File: src/rtl/poke_fade_pkg.sv
// rtl/poke_fade_pkg.sv - shared state type, level range and pixel field positions for the screen fader
package poke_fade_pkg;

  typedef enum logic [1:0] {
    IDLE,
    FADE_OUT,
    HOLD,
    FADE_IN
  } fade_state_t;

  localparam int LEVEL_MAX = 16;
  localparam int LEVEL_W   = 5;

  localparam int R_MSB = 11;
  localparam int G_MSB = 7;
  localparam int B_MSB = 3;

endpackage

File: src/rtl/fade_channel_scale.sv
// rtl/fade_channel_scale.sv - scales one 4-bit colour channel by a 0..16 level (FADE_WHITE_EN selects fade to white)
module fade_channel_scale
  import poke_fade_pkg::*;
(
  input  logic [3:0]         chan_in,
  input  logic [LEVEL_W-1:0] level_in,
  output logic [3:0]         chan_out
);

`ifdef FADE_WHITE_EN
  // Distance to white, scaled by how far the level has dropped from full brightness.
  // Largest product is 15*16=240, so 8 bits hold it without loss.
  logic [3:0]         headroom;
  logic [LEVEL_W-1:0] depth;
  logic [7:0]         product;

  assign headroom = 4'hF - chan_in;
  assign depth    = LEVEL_W'(LEVEL_MAX) - level_in;
  assign product  = {4'b0, headroom} * {3'b0, depth};
  // product[7:4] never exceeds headroom, so the sum cannot wrap past 4'hF.
  assign chan_out = chan_in + product[7:4];
`else
  // Plain brightness scale; level 16 returns the channel exactly, level 0 returns 0.
  logic [7:0] product;

  assign product  = {4'b0, chan_in} * {3'b0, level_in};
  assign chan_out = product[7:4];
`endif

endmodule

File: src/rtl/screen_fader.sv
// rtl/screen_fader.sv - frame-synchronous fade-out/hold/fade-in pixel stage; define FADE_WHITE_EN to fade to white
module screen_fader
  import poke_fade_pkg::*;
#(
  parameter int FRAMES_PER_STEP = 2,
  parameter int HOLD_FRAMES     = 8
) (
  input  logic        vclk_in,
  input  logic        rst_n_in,
  input  logic [10:0] hcount_in,
  input  logic [9:0]  vcount_in,
  input  logic        hsync_in,
  input  logic        vsync_in,
  input  logic        blank_in,
  input  logic [11:0] pixel_in,
  input  logic        fade_req_in,
  output logic        fade_busy_out,
  output logic        fade_mid_out,
  output logic        fade_done_out,
  output logic        phsync_out,
  output logic        pvsync_out,
  output logic        pblank_out,
  output logic [11:0] pixel_out
);

  localparam int CNT_W = 16;
  localparam logic [CNT_W-1:0]   STEP_LAST = CNT_W'(FRAMES_PER_STEP - 1);
  localparam logic [CNT_W-1:0]   HOLD_LAST = CNT_W'(HOLD_FRAMES - 1);
  localparam logic [LEVEL_W-1:0] LVL_FULL  = LEVEL_W'(LEVEL_MAX);
  localparam logic [LEVEL_W-1:0] LVL_ONE   = LEVEL_W'(1);

  fade_state_t        state;
  logic [LEVEL_W-1:0] level;
  logic [CNT_W-1:0]   step_cnt;
  logic               frame_tick;

  logic [11:0]        pixel_s1;
  logic               hsync_s1;
  logic               vsync_s1;
  logic               blank_s1;
  logic [LEVEL_W-1:0] level_s1;
  logic [11:0]        scaled;

  // Top-left pixel marks the frame boundary; level only moves here so a frame never shows two levels.
  assign frame_tick = (hcount_in == 11'd0) && (vcount_in == 10'd0);

  // Fade sequencer: counts frame ticks per step, walks the level down, holds at black, walks it back up.
  always_ff @(posedge vclk_in or negedge rst_n_in) begin
    if (!rst_n_in) begin
      state         <= IDLE;
      level         <= LVL_FULL;
      step_cnt      <= '0;
      fade_busy_out <= 1'b0;
      fade_mid_out  <= 1'b0;
      fade_done_out <= 1'b0;
    end else begin
      fade_mid_out  <= 1'b0;
      fade_done_out <= 1'b0;
      case (state)
        IDLE: begin
          level <= LVL_FULL;
          // A tick arriving with the request is not counted; stepping starts on later ticks.
          if (fade_req_in) begin
            state         <= FADE_OUT;
            step_cnt      <= '0;
            fade_busy_out <= 1'b1;
          end
        end
        FADE_OUT: begin
          if (frame_tick) begin
            if (step_cnt == STEP_LAST) begin
              step_cnt <= '0;
              if (level != '0) level <= level - LVL_ONE;
              if (level <= LVL_ONE) begin
                state        <= HOLD;
                fade_mid_out <= 1'b1;
              end
            end else begin
              step_cnt <= step_cnt + CNT_W'(1);
            end
          end
        end
        HOLD: begin
          if (frame_tick) begin
            if (step_cnt == HOLD_LAST) begin
              step_cnt <= '0;
              state    <= FADE_IN;
            end else begin
              step_cnt <= step_cnt + CNT_W'(1);
            end
          end
        end
        FADE_IN: begin
          if (frame_tick) begin
            if (step_cnt == STEP_LAST) begin
              step_cnt <= '0;
              if (level != LVL_FULL) level <= level + LVL_ONE;
              if (level >= LVL_FULL - LVL_ONE) begin
                state         <= IDLE;
                fade_done_out <= 1'b1;
                fade_busy_out <= 1'b0;
              end
            end else begin
              step_cnt <= step_cnt + CNT_W'(1);
            end
          end
        end
        default: begin
          state         <= IDLE;
          level         <= LVL_FULL;
          step_cnt      <= '0;
          fade_busy_out <= 1'b0;
        end
      endcase
    end
  end

  // Stage 1: capture the upstream pixel, timing signals and the level in force for this pixel.
  always_ff @(posedge vclk_in or negedge rst_n_in) begin
    if (!rst_n_in) begin
      pixel_s1 <= '0;
      hsync_s1 <= 1'b1;
      vsync_s1 <= 1'b1;
      blank_s1 <= 1'b0;
      level_s1 <= LVL_FULL;
    end else begin
      pixel_s1 <= pixel_in;
      hsync_s1 <= hsync_in;
      vsync_s1 <= vsync_in;
      blank_s1 <= blank_in;
      level_s1 <= level;
    end
  end

  fade_channel_scale u_scale_r (
    .chan_in  (pixel_s1[R_MSB -: 4]),
    .level_in (level_s1),
    .chan_out (scaled[R_MSB -: 4])
  );

  fade_channel_scale u_scale_g (
    .chan_in  (pixel_s1[G_MSB -: 4]),
    .level_in (level_s1),
    .chan_out (scaled[G_MSB -: 4])
  );

  fade_channel_scale u_scale_b (
    .chan_in  (pixel_s1[B_MSB -: 4]),
    .level_in (level_s1),
    .chan_out (scaled[B_MSB -: 4])
  );

  // Stage 2: register the scaled pixel (forced black in blanking) alongside the matching syncs.
  always_ff @(posedge vclk_in or negedge rst_n_in) begin
    if (!rst_n_in) begin
      pixel_out  <= '0;
      phsync_out <= 1'b1;
      pvsync_out <= 1'b1;
      pblank_out <= 1'b0;
    end else begin
      pixel_out  <= blank_s1 ? 12'h000 : scaled;
      phsync_out <= hsync_s1;
      pvsync_out <= vsync_s1;
      pblank_out <= blank_s1;
    end
  end

endmodule

File: config.mk
export PLATFORM = sky130hd
export DESIGN_NAME = screen_fader
export DESIGN_NICKNAME = d
export VERILOG_FILES = /design/src/rtl/poke_fade_pkg.sv /design/src/rtl/fade_channel_scale.sv /design/src/rtl/screen_fader.sv
export SDC_FILE = /design/constraint.sdc
export NUM_CORES = 1
export LEC_CHECK = 0
export CORE_MARGIN = 4
export CORE_UTILIZATION = 50
export DETAILED_ROUTE_END_ITERATION = 10
export PLACE_DENSITY = 0.78
export SLEW_MARGIN = 15
export SYNTH_ARGS = -nofsm -noshare
export SYNTH_HDL_FRONTEND = slang
export SYNTH_SLANG_ARGS = --single-unit
File: constraint.sdc
create_clock -name vclk_in -period 3.7 [get_ports vclk_in]
set_input_delay 0.37 -clock vclk_in [delete_from_list [all_inputs] [get_ports vclk_in]]
set_output_delay 0.37 -clock vclk_in [all_outputs]
set_load 0.1 [all_outputs]
======== After elaboration in Yosys (flattened, before gate mapping) ========
Index checks and enable logic that the tools add are counted.
W data, S select, Z words.
word-level totals
  output and inout port bits .............. 18
  bits of input ports ..................... 39
  logic and storage cells ................. 90
  register bits ........................... 61
operators by class
  $mul .................................... 3
  order comparisons ....................... 2
  reductions and logical operators ........ 12
  add/sub/neg operators ................... 3
  equal/unequal tests ..................... 18
  muxes and demuxes ....................... 37
operators by type and width
  cell                     count
  $mux W16                 5
  $pmux W16 S3             1
  $mux W5                  6
  $mul A4 B5 Y8            3
  $ne A2 B2 Y1 const B     11
  $mux W2                  9
  $add A16 B1 Y16 const B  1
  $eq A16 B1 Y1 const B    1
  $eq A16 B3 Y1 const B    1
  $pmux W5 S3              1
  $mux W1                  12
  $mux W12                 1
  $logic_not A11 Y1        1
  $logic_not A10 Y1        1
  $reduce_and A9 Y1        1
  $pmux W2 S4              1
  $reduce_and A7 Y1        1
  $add A5 B1 Y5 const B    1
  $ge A5 B4 Y1 const B     1
  $le A5 B1 Y1 const B     1
  $ne A5 B5 Y1 const B     1
  $reduce_and A5 Y1        1
  $reduce_bool A5 Y1       1
  $sub A5 B1 Y5 const B    1
  10 further kinds         11

======== Depth between registers and ports, before layout ========
  word-level depth ........................ 5
  mapped depth ............................ 11
  mapped depth without buffers ............ 10

======== Cells and area by module ========
From an unflattened synthesis, not the netlist that was laid out.
unflattened totals
  cells, all modules ...................... 421
  area total of the unflattened synthesis .. 4207.8 µm²
by module, submodules not included
  module              seq. area each (µm²)  instances  area an instance (µm²)  cells an instance
  screen_fader        1534.0                1          2796.4                  256
  fade_channel_scale  0.0                   3          470.5                   55

======== Least setup slack after synthesis ========
No wires, ideal clock.
  path kind ............................... register to register
  start ................................... reg level_s1[1]
  end ..................................... reg pixel_out[6]
  data required time ...................... 3.575 ns
  setup time .............................. 0.125 ns
  stages on the path, launching flop included .. 12
  slack ................................... 0.585 ns
  clock period less this slack ............ 3.115 ns
  arrival ................................. 2.991 ns
  buffers on the path ..................... 1
  path through ............................ dfrtp_1 -> clkbuf_1 -> nand2_1 -> fa_1 -> inv_1 -> fa_1 -> ha_1 -> and4_1 -> a31oi_1 -> o21bai_1 -> a21oi_1 -> mux2_2
on the way
  longest elaborated chain between the ends .. 2
ends and longest elaborated chain
  item                      line                      source
  start: declaration        screen_fader.sv:41        logic [LEVEL_W-1:0] level_s1;
  start signal: assignment  screen_fader.sv:131       level_s1 <= level;
  $mul A4 B5 Y8             fade_channel_scale.sv:26  assign product = {4'b0, chan_in} * {3'b0, level_in};
  $mux W12                  screen_fader.sv:161       pixel_out <= blank_s1 ? 12'h000 : scaled;
  end signal: assignment    screen_fader.sv:161
  end: declaration          screen_fader.sv:23        output logic [11:0] pixel_out
No other way between the ends.
A chain may end at the register's enable or synchronous reset.

======== Worst setup path after layout ========
  start ................................... reg level_s1[0]
  end ..................................... reg pixel_out[10]
The elaborated chain is that of the path after synthesis.

==> metrics.txt <==
gr usage total=0.197; via count=3318; total wire length=9220 um; die height=99.9 um; synthesized instance count=414; antenna violations before repair=0; P_leak=2.33 nW; vias in the first global route=3446; Final Hold Slack=0.0408 ns; CTS tree=done; Clk pin slew, worst setup/hold paths=0.07 ns; final worst path period need=3.25 ns; nets=564; Slew Viols, Final=0; fillers=670; Syn. warnings=0; Max Cap Viol=0; Clock Latency Late Sink=0.34 ns; fin area=0.00506 sq mm; hpwl dp=6920 um; main combinational cell family by area after synthesis=simple AND/OR/NAND/NOR gates; Hold Crit Class=in -> async; hold-fix buffer count after cts=0; pin count of the biggest net entering global routing=34; Bufs on Longest Clock Path=2; Setup Skew=0.0114 ns; final setup TNS=0 ns; Main synth FF type=dfrtp_1; worst setup path startpoint=level_s1[0]; initial DRC count=101; H-Tree Depth=3; Pre-Repair DR Iteration Count=4; dpl cell area=0.00487 sq mm; Worst Path Arrival=3.47 ns; mean area per synthesized cell=10.2 sq um; FF+latch count, synth=61; root buffer cell=clkbuf_8; GPL Wtd Cong=0.858; Die Wd=99.9 um; fin util=0.616; vias per cell=5.72; CTS buffer count=9; Synth Net Count=508; compound-gate portion of the synthesized area=0.141; f_max=308 MHz; Critical Path RT=3.92 ns; share of post-route cells with drive strength above 1=0.0884; cts repair resizes=0; PortBufs=56; Post-Layout Cell Count=580; wire length of the first global-routing pass=15800 um; multiplexer area fraction after synthesis=0.0278; total grt overflow=0; fin crit share=0.878; FF+latch area=0.00153 sq mm; Synth cell types=55; Slew headroom=0.326; Async SR Flop Fraction=1.00; startpoint types=flop; cell area after synthesis=0.00423 sq mm; drt drc=0; Peak supply drop=0.189 mV; Placement Rows=33; RSZ-0062 raised after global routing=no; Post-CTS Setup Bufs=0; synthesized-area fraction occupied by adder cells=0.190; outcome=finished, final reports clean; worst slew pin tran=1.01 ns; DRT antenna net count=0; Antenna Diode Count=0; Synth Area in XOR/XNOR=0.0249; cell count after placement=564; crit path max fanout=9; crit end category=flop; core area=0.00822 sq mm; Clock Sinks=61; P&R area growth vs syn=19.8%; pwr/cell area=343 mW/mm^2; area of the multi-input gates=0.00252 sq mm; drt wl/cell=15.9 um; Total Die Area=0.00999 sq mm; Top Ports=57; crit path kind=reg -> reg; setup violators final=0; r2r startpoint=level_s1[0]; Simple-Gate Fraction of Synth Area=0.213; Initial Util=0.514; Seq/Total Area, Yosys=0.363; Fin. Hold Viols=0; EDFF count, synth=0
-- state kept, by name, indices dropped and copies added, names as in the netlist, 2 cells and up --
register	count
level_s1	5
state	2
pixel_out	12
level	5
step_cnt	16
pixel_s1	12
-- cell families (layout without fill, tap and decap cells) --
kind of cell             count (synthesis)  count (layout)
AO/OA/AOI/OAI                           79              79
buffers and inverters                   44             105
flip-flops                              61              61
multiplexers                            11              11
AND/OR/NAND/NOR                        152             152
adder cells (fa/ha/maj)                 55              55
XOR/XNOR                                12              12
-- cell usage in the layout (no fill, tap or decap), drive strengths merged, types with 2 or more instances in the layout --
cell type / instances
buf: 3
and2: 37
dfstp: 6
and3: 4
o22a: 2
o31ai: 4
nand2: 25
or4: 4
mux2: 6
o21ai: 7
a31oi: 3
nor3: 12
fa: 15
a21o: 10
ha: 40
clkbuf: 12
nand3: 6
nand2b: 8
a21oi: 6
nor2: 28
clkdlybuf4s50: 55
inv: 31
mux2i: 5
xnor2: 9
o22ai: 3
nor4: 8
o41ai: 4
a211oi: 10
dfrtp: 55
o2bb2ai: 3
clkinv: 2
a22o: 7
and4: 3
nand4: 9
nor2b: 6
a22oi: 2
o21bai: 4
o211ai: 9
xor2: 3
-- per-layer routing --
layer,GRT usage,wire (um)
met5,0,0
met4,0.0536,128
met3,0.0452,478
met2,0.362,4800
met1,0.229,3810
-- where the power goes --
part,internal (mW),total (mW),switching (mW)
sequential,0.698,0.714,0.0164
combinational,0.149,0.424,0.275
clock,0.328,0.598,0.270
total,1.17,1.74,0.562
-- metrics by stage --
step | power [mW] | worst slack (ns)
after floorplan | 1.02 | 0.585
after global placement | 1.14 | 0.543
after detailed placement | 1.16 | 0.431
after CTS | 1.76 | 0.436
after global routing | 1.81 | 0.195
final | 1.74 | 0.451
-- cells in the mapped netlist (all sizes together) (6+ instances only) --
| cell | instances | area share |
|---|---|---|
| dfrtp | 55 | 0.33 |
| ha | 40 | 0.12 |
| and2 | 37 | 0.055 |
| inv | 31 | 0.028 |
| nor2 | 28 | 0.025 |
| nand2 | 25 | 0.022 |
| fa | 15 | 0.071 |
| nor3 | 12 | 0.017 |
| a211oi | 10 | 0.018 |
| a21o | 10 | 0.018 |
| nand4 | 9 | 0.018 |
| o211ai | 9 | 0.016 |
| xnor2 | 9 | 0.019 |
| clkbuf | 8 | 0.0074 |
| nand2b | 8 | 0.012 |
| nor4 | 8 | 0.022 |
| a22o | 7 | 0.015 |
| o21ai | 7 | 0.0083 |
| a21oi | 6 | 0.0071 |
| dfstp | 6 | 0.037 |
| mux2 | 6 | 0.016 |
| nand3 | 6 | 0.0071 |
| nor2b | 6 | 0.0089 |
-- final timing paths --
check	end	slack [ns]	cells after the start
max in group asynchronous	pvsync_out	2.75	2
worst min-delay path	pixel_out[1]	0.04	1
min in group vclk_in	phsync_out	0.36	0
worst max-delay path	pixel_out[10]	0.45	10
worst max register to register	pixel_out[10]	0.45	10
worst min register to register	phsync_out	0.36	0
-- area by class of cell --
type / count / area share
Sequential cell: 61 / 0.303
Timing Repair Buffer: 58 / 0.113
Clock buffer: 12 / 0.0287
Multi-Input combinational cell: 309 / 0.497
Clock inverter: 4 / 0.00939
Tap cell: 105 / 0.0260
Inverter: 31 / 0.0230
-- critical path, cell delays in order, from the launching register on --
cell,delay (ns)
dfrtp_1,0.49
nand2_1,0.12
fa_1,0.54
inv_1,0.05
fa_1,0.47
ha_1,0.29
and4_1,0.18
a31oi_1,0.25
o21bai_1,0.18
a21oi_1,0.21
mux2_2,0.35
(Power assumes the default switching activity.)
